==> src/rtl/lc3_mem_if_pkg.sv <==
// ---------------------------------------------------------------------------
// lc3_mem_if_pkg
// Shared types and constants for the LC-3 memory interface unit:
//   - mem_if_state_e : interface FSM states
//   - *_ADDR_DEF     : memory-mapped device register addresses, used as the
//                      parameter defaults of lc3_mem_if and lc3_io_regs
//   - status_word()  : builds a device status word (flag in bit 15)
// ---------------------------------------------------------------------------
package lc3_mem_if_pkg;

    typedef enum logic [1:0] {
        IDLE    = 2'd0,
        RD_WAIT = 2'd1,
        WR_WAIT = 2'd2
    } mem_if_state_e;

    localparam logic [15:0] KBSR_ADDR_DEF = 16'hFE00;
    localparam logic [15:0] KBDR_ADDR_DEF = 16'hFE02;
    localparam logic [15:0] DSR_ADDR_DEF  = 16'hFE04;
    localparam logic [15:0] DDR_ADDR_DEF  = 16'hFE06;

    // LC-3 status registers report their single flag in bit 15.
    function automatic logic [15:0] status_word(input logic flag);
        return {flag, 15'b0};
    endfunction

endpackage

==> src/rtl/lc3_mem_if_io_regs.sv <==
// ---------------------------------------------------------------------------
// lc3_io_regs
// Memory-mapped keyboard / display registers of the LC-3.
//   clk, rst          clock, async active-high reset
//   addr              decoded address (MAR)
//   rd, wr            one-cycle read / write strobes, already qualified
//                     with is_io by the caller
//   wdata             write data (only DDR is writable, 8 bits)
//   rdata             register value at addr (combinational)
//   is_io             addr hits one of the four device registers
//   kbd_valid/data    new key pulse and key code
//   dsp_valid/data    pending display character and its code
//   dsp_ready         display accepted the character
// ---------------------------------------------------------------------------
module lc3_io_regs
    import lc3_mem_if_pkg::*;
#(
    parameter logic [15:0] KBSR_ADDR = KBSR_ADDR_DEF,
    parameter logic [15:0] KBDR_ADDR = KBDR_ADDR_DEF,
    parameter logic [15:0] DSR_ADDR  = DSR_ADDR_DEF,
    parameter logic [15:0] DDR_ADDR  = DDR_ADDR_DEF
)(
    input  logic        clk,
    input  logic        rst,
    input  logic [15:0] addr,
    input  logic        rd,
    input  logic        wr,
    input  logic [7:0]  wdata,
    output logic [15:0] rdata,
    output logic        is_io,
    input  logic        kbd_valid,
    input  logic [7:0]  kbd_data,
    output logic        dsp_valid,
    output logic [7:0]  dsp_data,
    input  logic        dsp_ready
);

    logic       sel_kbsr;
    logic       sel_kbdr;
    logic       sel_dsr;
    logic       sel_ddr;
    logic       kbd_ready;
    logic [7:0] kbdr;
    logic [7:0] ddr;

    assign sel_kbsr = (addr == KBSR_ADDR);
    assign sel_kbdr = (addr == KBDR_ADDR);
    assign sel_dsr  = (addr == DSR_ADDR);
    assign sel_ddr  = (addr == DDR_ADDR);
    assign is_io    = sel_kbsr | sel_kbdr | sel_dsr | sel_ddr;

    assign dsp_data = ddr;

    // DDR reads back as zero; only its low byte exists and it is write-only
    // from the program's point of view.
    always_comb begin
        rdata = 16'h0000;
        if (sel_kbsr)
            rdata = status_word(kbd_ready);
        else if (sel_kbdr)
            rdata = {8'h00, kbdr};
        else if (sel_dsr)
            rdata = status_word(!dsp_valid);
    end

    // A key arriving in the same cycle as a KBDR read wins: the reader gets
    // the old code and the new one stays flagged as unread.
    always_ff @(posedge clk or posedge rst) begin
        if (rst) begin
            kbdr      <= 8'h00;
            kbd_ready <= 1'b0;
        end else if (kbd_valid) begin
            kbdr      <= kbd_data;
            kbd_ready <= 1'b1;
        end else if (rd && sel_kbdr) begin
            kbd_ready <= 1'b0;
        end
    end

    // A DDR write in the same cycle as a display handshake wins: the new
    // character stays pending.
    always_ff @(posedge clk or posedge rst) begin
        if (rst) begin
            ddr       <= 8'h00;
            dsp_valid <= 1'b0;
        end else if (wr && sel_ddr) begin
            ddr       <= wdata;
            dsp_valid <= 1'b1;
        end else if (dsp_valid && dsp_ready) begin
            dsp_valid <= 1'b0;
        end
    end

endmodule

==> src/rtl/lc3_mem_if.sv <==
// ---------------------------------------------------------------------------
// lc3_mem_if
// LC-3 memory interface: owns MAR and MDR, turns the control strobes into
// requests on a wait-state capable external memory port, and routes I/O
// addresses to the keyboard/display registers (no busy cycle for those).
//
//   clk, rst                   clock, async active-high reset
//   bus                        processor bus (MAR/MDR load source)
//   ldMAR, ldMDR, selMDR,      control strobes from the control FSM
//   memWE
//   mdrOut                     MDR contents
//   memBusy                    external access outstanding, control stalls
//   mem_req, mem_we            external request (held until mem_ack)
//   mem_addr, mem_wdata        MAR, MDR
//   mem_rdata, mem_ack         read data and one-cycle completion pulse
//   kbd_valid, kbd_data        keyboard input
//   dsp_valid, dsp_data,       display output handshake
//   dsp_ready
//
// state   | meaning
// --------+-----------------------------------------------------------
// IDLE    | accepting strobes; I/O accesses complete here directly
// RD_WAIT | external read outstanding, MDR loads on mem_ack
// WR_WAIT | external write outstanding, done on mem_ack
// ---------------------------------------------------------------------------
module lc3_mem_if
    import lc3_mem_if_pkg::*;
#(
    parameter logic [15:0] KBSR_ADDR = KBSR_ADDR_DEF,
    parameter logic [15:0] KBDR_ADDR = KBDR_ADDR_DEF,
    parameter logic [15:0] DSR_ADDR  = DSR_ADDR_DEF,
    parameter logic [15:0] DDR_ADDR  = DDR_ADDR_DEF
)(
    input  logic        clk,
    input  logic        rst,
    input  logic [15:0] bus,
    input  logic        ldMAR,
    input  logic        ldMDR,
    input  logic        selMDR,
    input  logic        memWE,
    output logic [15:0] mdrOut,
    output logic        memBusy,
    output logic        mem_req,
    output logic        mem_we,
    output logic [15:0] mem_addr,
    output logic [15:0] mem_wdata,
    input  logic [15:0] mem_rdata,
    input  logic        mem_ack,
    input  logic        kbd_valid,
    input  logic [7:0]  kbd_data,
    output logic        dsp_valid,
    output logic [7:0]  dsp_data,
    input  logic        dsp_ready
);

    mem_if_state_e state;
    logic [15:0]   mar;
    logic [15:0]   mdr;
    logic [15:0]   io_rdata;
    logic          is_io;
    logic          idle;
    logic          io_rd;
    logic          io_wr;

    assign idle      = (state == IDLE);
    // memWE outranks ldMDR, so an I/O read is only issued without memWE.
    assign io_wr     = idle && memWE && is_io;
    assign io_rd     = idle && !memWE && ldMDR && selMDR && is_io;

    assign mdrOut    = mdr;
    assign mem_addr  = mar;
    assign mem_wdata = mdr;

    lc3_io_regs #(
        .KBSR_ADDR (KBSR_ADDR),
        .KBDR_ADDR (KBDR_ADDR),
        .DSR_ADDR  (DSR_ADDR),
        .DDR_ADDR  (DDR_ADDR)
    ) u_io_regs (
        .clk       (clk),
        .rst       (rst),
        .addr      (mar),
        .rd        (io_rd),
        .wr        (io_wr),
        .wdata     (mdr[7:0]),
        .rdata     (io_rdata),
        .is_io     (is_io),
        .kbd_valid (kbd_valid),
        .kbd_data  (kbd_data),
        .dsp_valid (dsp_valid),
        .dsp_data  (dsp_data),
        .dsp_ready (dsp_ready)
    );

    // memBusy mirrors (state != IDLE); it is kept as its own flop so the
    // control FSM sees a clean registered stall.
    always_ff @(posedge clk or posedge rst) begin
        if (rst) begin
            state   <= IDLE;
            mar     <= 16'h0000;
            mdr     <= 16'h0000;
            mem_req <= 1'b0;
            mem_we  <= 1'b0;
            memBusy <= 1'b0;
        end else begin
            case (state)
                IDLE: begin
                    if (ldMAR)
                        mar <= bus;
                    if (memWE) begin
                        if (!is_io) begin
                            state   <= WR_WAIT;
                            mem_req <= 1'b1;
                            mem_we  <= 1'b1;
                            memBusy <= 1'b1;
                        end
                    end else if (ldMDR) begin
                        if (!selMDR) begin
                            mdr <= bus;
                        end else if (is_io) begin
                            mdr <= io_rdata;
                        end else begin
                            state   <= RD_WAIT;
                            mem_req <= 1'b1;
                            mem_we  <= 1'b0;
                            memBusy <= 1'b1;
                        end
                    end
                end
                RD_WAIT: begin
                    if (mem_ack) begin
                        mdr     <= mem_rdata;
                        state   <= IDLE;
                        mem_req <= 1'b0;
                        memBusy <= 1'b0;
                    end
                end
                WR_WAIT: begin
                    if (mem_ack) begin
                        state   <= IDLE;
                        mem_req <= 1'b0;
                        mem_we  <= 1'b0;
                        memBusy <= 1'b0;
                    end
                end
                default: begin
                    state   <= IDLE;
                    mem_req <= 1'b0;
                    mem_we  <= 1'b0;
                    memBusy <= 1'b0;
                end
            endcase
        end
    end

endmodule

==> config.mk <==
export PLATFORM = sky130hd
export DESIGN_NAME = lc3_mem_if
export DESIGN_NICKNAME = d
export VERILOG_FILES = /design/src/rtl/lc3_mem_if_pkg.sv /design/src/rtl/lc3_mem_if_io_regs.sv /design/src/rtl/lc3_mem_if.sv
export SDC_FILE = /design/constraint.sdc
export NUM_CORES = 1
export LEC_CHECK = 0
export ABC_AREA = 1
export ABC_CLOCK_PERIOD_IN_PS = 3600
export BUFFER_PORTS_ARGS = -buffer_cell sky130_fd_sc_hd__buf_2
export CAP_MARGIN = 10
export CORE_ASPECT_RATIO = 2
export CORE_UTILIZATION = 31
export CTS_CLUSTER_SIZE = 40
export DETAILED_ROUTE_END_ITERATION = 16
export HOLD_SLACK_MARGIN = 0.12
export PLACE_DENSITY = 0.52
export SYNTH_ARGS = -nofsm -noshare
export SYNTH_HDL_FRONTEND = slang
export SYNTH_SLANG_ARGS = --single-unit
==> constraint.sdc <==
create_clock -name clk -period 3.6 [get_ports clk]
set_input_delay 0.18 -clock clk [delete_from_list [all_inputs] [get_ports clk]]
set_output_delay 0.18 -clock clk [all_outputs]
set_load 0.05 [all_outputs]
* Word-level counts from Yosys, hierarchy flattened
Index checks and enable logic that the tools add are counted.
Storage, ports and cells: word-level logic and storage cells 87, input bits 49, flip-flop bits (word level) 55, output and inout bits 60
Operators by class: bitwise operators 4, eq/ne operators 15, mux-type cells 37, reduce and logical (&&, ||, !) cells 21
Operators with widths (number):
- two-way mux 16 bit | 8
- == test 16 bit, second input constant | 4
- case mux 16 bit (2 select lines) | 1
- two-way mux 1 bit | 18
- two-way mux 2 bit | 6
- inequality test 2 bit, second input constant | 5
- AND reduction 5 bit | 2
- logical AND 1 bit | 9
- inequality test 3 bit, second input constant | 3
- nonzero test 2 bit | 3
- case mux 1 bit (2 select lines) | 2
- case mux 2 bit (2 select lines) | 1
- AND reduction 4 bit | 1
- OR 1 bit | 3
- case mux 1 bit (3 select lines) | 1
- AND reduction 3 bit | 1
- == test 2 x 1 -> 1 bit, second input constant | 1
- == test 2 bit, second input constant | 1
- zero test 1 bit | 2
- zero test 2 bit | 1
- inequality test 2 x 1 -> 1 bit, second input constant | 1
- AND reduction 2 bit | 1
- OR reduction 2 bit | 1
- inverter 1 bit | 1

* Logic depth before layout (Yosys ltp)
Gate-level depths: netlist (run 1).
word-level depth 9, gate-level depth with buffers 13, gate-level depth less buffers 12

* Modules after synthesis
Synthesis (run 1) repeated with hierarchy kept, for this count alone.
Unflattened totals: cells, all modules 450, area, all modules 3240.6 um^2
By module, submodules not included:
- lc3_mem_if | seq. area each 900.9 um^2, cells an instance 311, area each 2200.9 um^2, times used 1
- lc3_io_regs | seq. area each 450.4 um^2, cells an instance 139, area each 1039.7 um^2, times used 1

* Worst setup path before layout (run 1)
Ideal clock, no wire load.
path kind flip-flop to flip-flop, start point register mar[9] (netlist: mem_addr[9]), end point register mdr[0] (netlist: mdrOut[0]), slack 1.900 ns, period minus slack after synthesis 1.700 ns, stages on the path, launching flop included 11, data required time 3.477 ns, data arrival time 1.577 ns, buffers on the path 1, setup time 0.123 ns, path through dfrtp_1 inv_1 nor2_1 nand2_1 nor2_4 o21ai_1 nand3b_2 nand2_4 buf_6 nand2_1 o21ai_1
On the way: longest elaborated chain between the ends 8, elaborated cells on any way between the ends 16, classes of those cells eq/ne: 5; mux: 7; bitwise: 3; reduce/logical: 1
RTL lines:
- start, declared | RTL line lc3_mem_if.sv:57 | logic [15:0] mar;
- start signal, assigned | RTL line lc3_mem_if.sv:109 | mar <= bus;
- == test 16 bit | RTL line lc3_mem_if_io_regs.sv:47 | assign sel_kbdr = (addr == KBDR_ADDR);
- two-way mux 16 bit | RTL line lc3_mem_if_io_regs.sv:60 | else if (sel_kbdr)
- two-way mux 16 bit | RTL line lc3_mem_if_io_regs.sv:58 | if (sel_kbsr)
- two-way mux 16 bit | RTL line lc3_mem_if.sv:120 | end else if (is_io) begin
- two-way mux 16 bit | RTL line lc3_mem_if.sv:118 | if (!selMDR) begin
- two-way mux 16 bit | RTL line lc3_mem_if.sv:117 | end else if (ldMDR) begin
- two-way mux 16 bit | RTL line lc3_mem_if.sv:110 | if (memWE) begin
- case mux 16 bit (2 select lines) | RTL line lc3_mem_if.sv:106 | case (state)
- end signal, assigned | RTL line lc3_mem_if.sv:119 | mdr <= bus;
- end signal, assigned | RTL line lc3_mem_if.sv:121 | mdr <= io_rdata;
- end signal, assigned | RTL line lc3_mem_if.sv:132 | mdr <= mem_rdata;
- end, declared | RTL line lc3_mem_if.sv:58 | logic [15:0] mdr;
Several ways; a longest one is shown, not always the timed one. The select of a mux whose other input is x is not followed. A chain may end at the register's enable or synchronous reset.

* Worst setup path after layout (run 1)
start point register state[1], end point register mdr[13] (netlist: mdrOut[13])
On the way: longest elaborated chain between the ends 3, elaborated cells on any way between the ends 9, classes of those cells eq/ne: 5; mux: 1; reduce/logical: 3
RTL lines:
- start, declared | RTL line lc3_mem_if.sv:56 | mem_if_state_e state;
- start signal, assigned | RTL line lc3_mem_if.sv:99 | state <= IDLE;
- start signal, assigned | RTL line lc3_mem_if.sv:112 | state <= WR_WAIT;
- start signal, assigned | RTL line lc3_mem_if.sv:123 | state <= RD_WAIT;
- == test 2 x 1 -> 1 bit / zero test 2 bit (equally long branches) | RTL line lc3_mem_if.sv:106
- inequality test 2 bit (no line), or another cell as far along
- AND reduction 5 bit (no line)
Several ways; a longest one is shown, not always the timed one.

==> results of run 1 <==
[sequential cells by signal, indices dropped and copies added (netlist names)]
name / cells
mem_addr: 16
u_io_regs.kbdr: 8
state: 2
u_io_regs.dsp_valid: 1
u_io_regs.dsp_data: 8
memBusy: 1
mdrOut: 16
mem_we: 1
u_io_regs.kbd_ready: 1
[cells by family after synthesis]
kind of cell	after synthesis	synth area share (%)
mux	19	7.487
simple gates	154	24.87
compound gates	42	8.757
flops	54	47.29
fa+ha+maj	3	1.314
buf+inv	49	10.29
[Yosys cell counts (all sizes together)]
cell          instances
clkbuf                3
nor2                 19
ha                    3
o21ai                28
nand3                15
clkinv                1
mux2                 19
a211oi                1
nor3                  1
buf                  25
nand2               104
nand3b                1
dlymetal6s2s          1
and2                  1
nand4                 5
a21oi                13
inv                  19
dfrtp                54
or2                   8
[stage by stage]
stage / std cells / hold WS (ps) / total power, uW
3_3_place_gp: 503 / 41.98 / 2797
3_5_place_dp: 503 / 44.35 / 2824
4_1_cts: 520 / 135.5 / 3302
6_report: 520 / 140.5 / 3262
2_1_floorplan: 321 / 288.7 / 2538
5_1_grt: 520 / 136.4 / 3470
[where the power goes]
group	internal [uW]	total [uW]	leakage (uW)	switching, uW
registers	800	955	0.000673	155
clock network	254	462	0.0000629	208
logic	447	1850	0.00119	1400
[worst paths after layout]
path,from,end,slack (ps),depth (start not counted)
worst max-delay path,state[1],mdrOut[13],1360,9
worst min-delay path,bus[11],mem_addr[11],140,2
worst max register to register,state[1],mdrOut[13],1360,9
worst min register to register,mem_we,mem_we,470,2
max in group asynchronous,rst,state[1],2470,4
min in group asynchronous,rst,u_io_regs.dsp_data[5],290,3
[worst max-delay path, delay by kind of cell, from the launching register on]
kind                       cells  cell delay (ps)
adders and majority gates      1              410
buffers and inverters          3              580
and+or+nand+nor                2              350
AOI/OAI and AO/OA              3              380
DFF                            1              400
[layout make-up]
| class | instances | area share, % |
|---|---|---|
| Timing Repair Buffer | 119 | 18.25 |
| Multi-Input combinational cell | 218 | 34.14 |
| Inverter | 20 | 2.114 |
| Clock buffer | 6 | 3.629 |
| Tap cell | 102 | 3.594 |
| Sequential cell | 54 | 38.06 |
| Clock inverter | 1 | 0.2114 |
[per-layer routing]
metal  GRT usage, %  up-vias
met3          2.853       16
met5              0        -
li1               -     1206
met1          17.25     1079
met4          8.111        0
met2          29.86       85
==> flow_metrics.env, run 1 <==
export IMPL_syn_inst=321
export IMPL_synth_top_area_share_pct=47.29
export IMPL_grt_start_max_net_pins=52
export IMPL_ys_types=31
export IMPL_crit_chain="inv_1, ha_1, inv_1, o21ai_1, o21ai_0, inv_2, nand2_4, nand2_1, o21ai_2"
export IMPL_place_area_mm2=0.003314
export IMPL_die_area_mm2=0.009629
export IMPL_num_vias=2386
export IMPL_wl_per_cell_um=13.96
export IMPL_ys_ff_latch=54
export IMPL_grt_total_usage_pct=16.11
export IMPL_synth_warnings=0
export IMPL_required_ps=3770
export IMPL_final_nets=470
export IMPL_cts_tree="built"
export IMPL_cap_violations=0
export IMPL_die_y_um=137.8
export IMPL_ys_seq_area_share_pct=47.29
export IMPL_htree_levels=2
export IMPL_syn_avg_cell_area_um2=8.903
export IMPL_final_setup_skew_ps=5.878
export IMPL_gp_congestion=0.8406
export IMPL_ir_worst_vdd_mv=0.5767
export IMPL_hold_buffers=10
export IMPL_setup_viol=0
export IMPL_synth_area_leaders="dfrtp_1 (47%), nand2_1 (13%), buf_4 (4.7%), mux2_2 (4.3%), mux2_1 (3.2%)"
export IMPL_rows=49
export IMPL_coreArea_mm2=0.008951
export IMPL_cp_max_fo=32
export IMPL_drt_initial_drc_count=81
export IMPL_cts_setup_buffers=0
export IMPL_routed_wirelength_um=7259
export IMPL_via_per_inst=4.588
export IMPL_cts_buffer_depth=2
export IMPL_report_final_slew_viol_count=0
export IMPL_cts_resized=0
export IMPL_antenna_left=0
export IMPL_hold_viol=0
export IMPL_pin_count=109
export IMPL_cts_root_buffer_cell="clkbuf_16"
export IMPL_met2_length_um=3967
export IMPL_dpl_hpwl_um=5760
export IMPL_cts_buffers_inserted=5
export IMPL_multiInputGateArea_mm2=0.001212
export IMPL_cp_slowest_cell="ha_1"
export IMPL_top_layer="met4"
export IMPL_clock_fmax_mhz=446.6
export IMPL_clk_pin_slew_ps=70
export IMPL_grt_antenna_before_repair=0
export IMPL_final_seq_area_mm2=0.001351
export IMPL_worst_setup_path_start_kind="register"
export IMPL_gr_total_overflow=0
export IMPL_fin_ws_ps=1361
export IMPL_synthToLayoutAreaGrowth_pct=24.26
export IMPL_drive_gt1_share_pct=39.23
export IMPL_min_path_type="in -> reg"
export IMPL_synth_top_area_cell="dfrtp_1"
export IMPL_synth_area_mm2=0.002858
export IMPL_n_antenna_cell=0
export IMPL_grt_pass1_wl_um=11810
export IMPL_cellPowerDensity_mw_per_mm2=918.8
export IMPL_clock_latency_ps=290
export IMPL_preCtsSetupSlack_ps=1317
export IMPL_fin_util_pct=39.67
export IMPL_critPathCaptureType="register"
export IMPL_final_common_cell="buf_2"
export IMPL_drt_pass1_iterations=4
export IMPL_wl_met3_um=276
export IMPL_wl_met1_um=2755
export IMPL_start_util_pct=31.93
export IMPL_clock_sinks=54
export IMPL_grt_pass1_vias=2330
export IMPL_cpMostUsedCell="inv_1"
export IMPL_layout_common_cells="buf_2 (108), nand2_1 (101), dfrtp_1 (54)"
export IMPL_power_leakage_uw=0.001921
export IMPL_drc=0
export IMPL_fin_area_mm2=0.003551
export IMPL_crit_type="reg -> reg"
export IMPL_io_buffers=108
export IMPL_fin_crit_sh_pct=62.21
export IMPL_slowest_delay_ps=410
export IMPL_critical_path_arrival_ps=2410
export IMPL_rsz0062_at_grt="no"
export IMPL_worst_pin_slew_ps=809.4
export IMPL_relSlewSlack_pct=45.91
export IMPL_layout_min_cycle_time_ps=2239
export IMPL_setup_tns_ps=0
export IMPL_syn_nets=373
export IMPL_chipWidth_um=69.89
export IMPL_status="complete, no violations"
export IMPL_nFillCells=951
No activity file was read; power rests on OpenSTA's default activity.
==> run 2, diff against run 1 <==
--- a/config.mk
+++ b/config.mk
@@ -6,7 +6,7 @@
 export NUM_CORES = 1
 export LEC_CHECK = 0
 export ABC_AREA = 1
-export ABC_CLOCK_PERIOD_IN_PS = 3600
+export ABC_CLOCK_PERIOD_IN_PS = 2300
 export BUFFER_PORTS_ARGS = -buffer_cell sky130_fd_sc_hd__buf_2
 export CAP_MARGIN = 10
 export CORE_ASPECT_RATIO = 2
==> constraint.sdc (replaced) <==
create_clock -name clk -period 2.3 [get_ports clk]
set_input_delay 0.115 -clock clk [delete_from_list [all_inputs] [get_ports clk]]
set_output_delay 0.115 -clock clk [all_outputs]
set_load 0.05 [all_outputs]
==> flow_metrics.env, run 2 (synthesis results as in run 1) <==
export IMPL_grt_pass1_wl_um=12250
export IMPL_clk_pin_slew_ps=70
export IMPL_worstReg2RegStart="state[0]"
export IMPL_clock_fmax_mhz=543.4
export IMPL_num_vias=2525
export IMPL_slowest_delay_ps=400
export IMPL_setup_tns_ps=0
export IMPL_crit_chain="inv_1, ha_1, inv_2, nor2_2, nand2_1, o21ai_1, o21ai_0, inv_2, nand2_4, nand2_1, o21ai_2"
export IMPL_hold_viol=0
export IMPL_start_util_pct=31.93
export IMPL_pin_count=109
export IMPL_switching_power_uw=2821
export IMPL_cp_slowest_cell="dfrtp_1"
export IMPL_fin_crit_sh_pct=80.01
export IMPL_r2r_end="mdrOut[14]"
export IMPL_preCtsSetupSlack_ps=480.2
export IMPL_crit_start="state[0]"
export IMPL_drt_pass1_iterations=4
export IMPL_report_final_slew_viol_count=0
export IMPL_setup_viol=0
export IMPL_cts_buffer_depth=2
export IMPL_required_ps=2480
export IMPL_crit_type="reg -> reg"
export IMPL_dpl_hpwl_um=5942
export IMPL_worstSetupEndpoint="mdrOut[14]"
export IMPL_worst_setup_path_start_kind="register"
export IMPL_grt_antenna_before_repair=0
export IMPL_cts_buffers_inserted=5
export IMPL_cts_root_buffer_cell="clkbuf_16"
export IMPL_cellPowerDensity_mw_per_mm2=1381
export IMPL_min_path_type="in -> reg"
export IMPL_power_leakage_uw=0.002022
export IMPL_layout_common_cells="buf_2 (108), nand2_1 (101), dfrtp_1 (54)"
export IMPL_drc=0
export IMPL_n_antenna_cell=0
export IMPL_final_setup_skew_ps=5.169
export IMPL_chipWidth_um=69.89
export IMPL_routed_wirelength_um=7830
export IMPL_rsz0062_at_grt="no"
export IMPL_p_sw_share_pct=54.05
export IMPL_antenna_left=0
export IMPL_drive_gt1_share_pct=38.24
export IMPL_r2r_slack_ps=460
export IMPL_via_per_inst=4.642
export IMPL_p_seq_share_pct=28.7
export IMPL_layout_min_cycle_time_ps=1840
export IMPL_grt_start_max_net_pins=33
export IMPL_die_area_mm2=0.009629
export IMPL_pwr_share_clk_pct=14.4
export IMPL_cp_max_fo=32
export IMPL_drt_initial_drc_count=137
export IMPL_comb_power_share_pct=56.9
export IMPL_worst_pin_slew_ps=634.2
export IMPL_die_y_um=137.8
export IMPL_htree_levels=2
export IMPL_critPathCaptureType="register"
export IMPL_io_buffers=108
export IMPL_timing_hold_ws_ps=129.3
export IMPL_final_common_cell="buf_2"
export IMPL_critical_path_arrival_ps=2020
export IMPL_synthToLayoutAreaGrowth_pct=32.18
export IMPL_grt_total_usage_pct=16.81
export IMPL_final_nets=493
export IMPL_wl_per_cell_um=14.39
export IMPL_reg2regPathDepth=11
export IMPL_gp_congestion=0.9432
export IMPL_clock_latency_ps=300
export IMPL_dp_cells=507
export IMPL_p_int_uw=2398
export IMPL_status="complete, no violations"
export IMPL_clock_sinks=54
export IMPL_fin_ws_ps=459.8
export IMPL_gr_total_overflow=0
export IMPL_cts_tree="built"
export IMPL_relSlewSlack_pct=57.66
export IMPL_rows=49
export IMPL_coreArea_mm2=0.008951
export IMPL_instances_no_fill=544
export IMPL_grt_pass1_vias=2479
export IMPL_ir_worst_vdd_mv=0.7297
export IMPL_cts_setup_buffers=0
export IMPL_cap_violations=0
==> run 2: timing repair <==
item	in CTS	in global routing
resized for setup	0	0
hold buffers	29	0
hold endpoints to repair	51	0
==> run 2: power groups by stage <==
stage,Combinational [uW],Clock [uW],Sequential (uW)
floorplan,1550,0,2430
global placement,2930,0,1510
detailed placement,2950,0,1520
CTS,3000,780,1500
global route,3150,826,1540
finish,2970,751,1500
==> run 2: worst min path at each step <==
stage,start,endpoint,slack (ps),cells after the start
after detailed placement,rst,u_io_regs.dsp_data[7],250,2
after global placement,rst,u_io_regs.dsp_data[6],240,2
after CTS,kbd_valid,u_io_regs.kbdr[3],120,3
final,kbd_valid,u_io_regs.kbdr[2],130,3
after floorplan,dsp_ready,u_io_regs.dsp_valid,220,1
after global routing,mem_rdata[8],mdrOut[8],140,3
==> run 2: critical path: cells and delay by family (launching register included) <==
kind	cells	cell delay, ps
buffers and inverters	3	240
AND/OR/NAND/NOR	4	530
AO/OA/AOI/OAI	3	220
adder cells (fa/ha/maj)	1	320
flip-flops	1	400
==> run 2: metrics by stage <==
stage / total power [uW] / instance area, um^2 / util [%]
3_5_place_dp: 4472 / 3344 / 37.36
5_1_grt: 5516 / 3777 / 42.20
4_1_cts: 5279 / 3777 / 42.20
2_1_floorplan: 3973 / 2858 / -
3_3_place_gp: 4437 / 3344 / 37.36
6_report: 5218 / 3777 / 42.20
==> run 2: metal layers <==
layer / routed length (um) / track usage [%] / part of all wire (%) / up-vias
met5: 0 / 0 / 0 / -
met4: 133 / 6.111 / 1.7 / 0
met3: 290 / 2.853 / 3.7 / 7
met2: 4537 / 33.23 / 58 / 78
met1: 2868 / 17.26 / 37 / 1185
li1: - / - / - / 1255
==> run 2: final cells by class <==
cell class                      instances  area (um^2)
Clock buffer                            6        128.9
Clock inverter                          2        13.76
Fill cell                             946         5174
Inverter                               20        75.07
Multi-Input combinational cell        218         1212
Sequential cell                        54         1351
Tap cell                              102        127.6
Timing Repair Buffer                  142        868.3
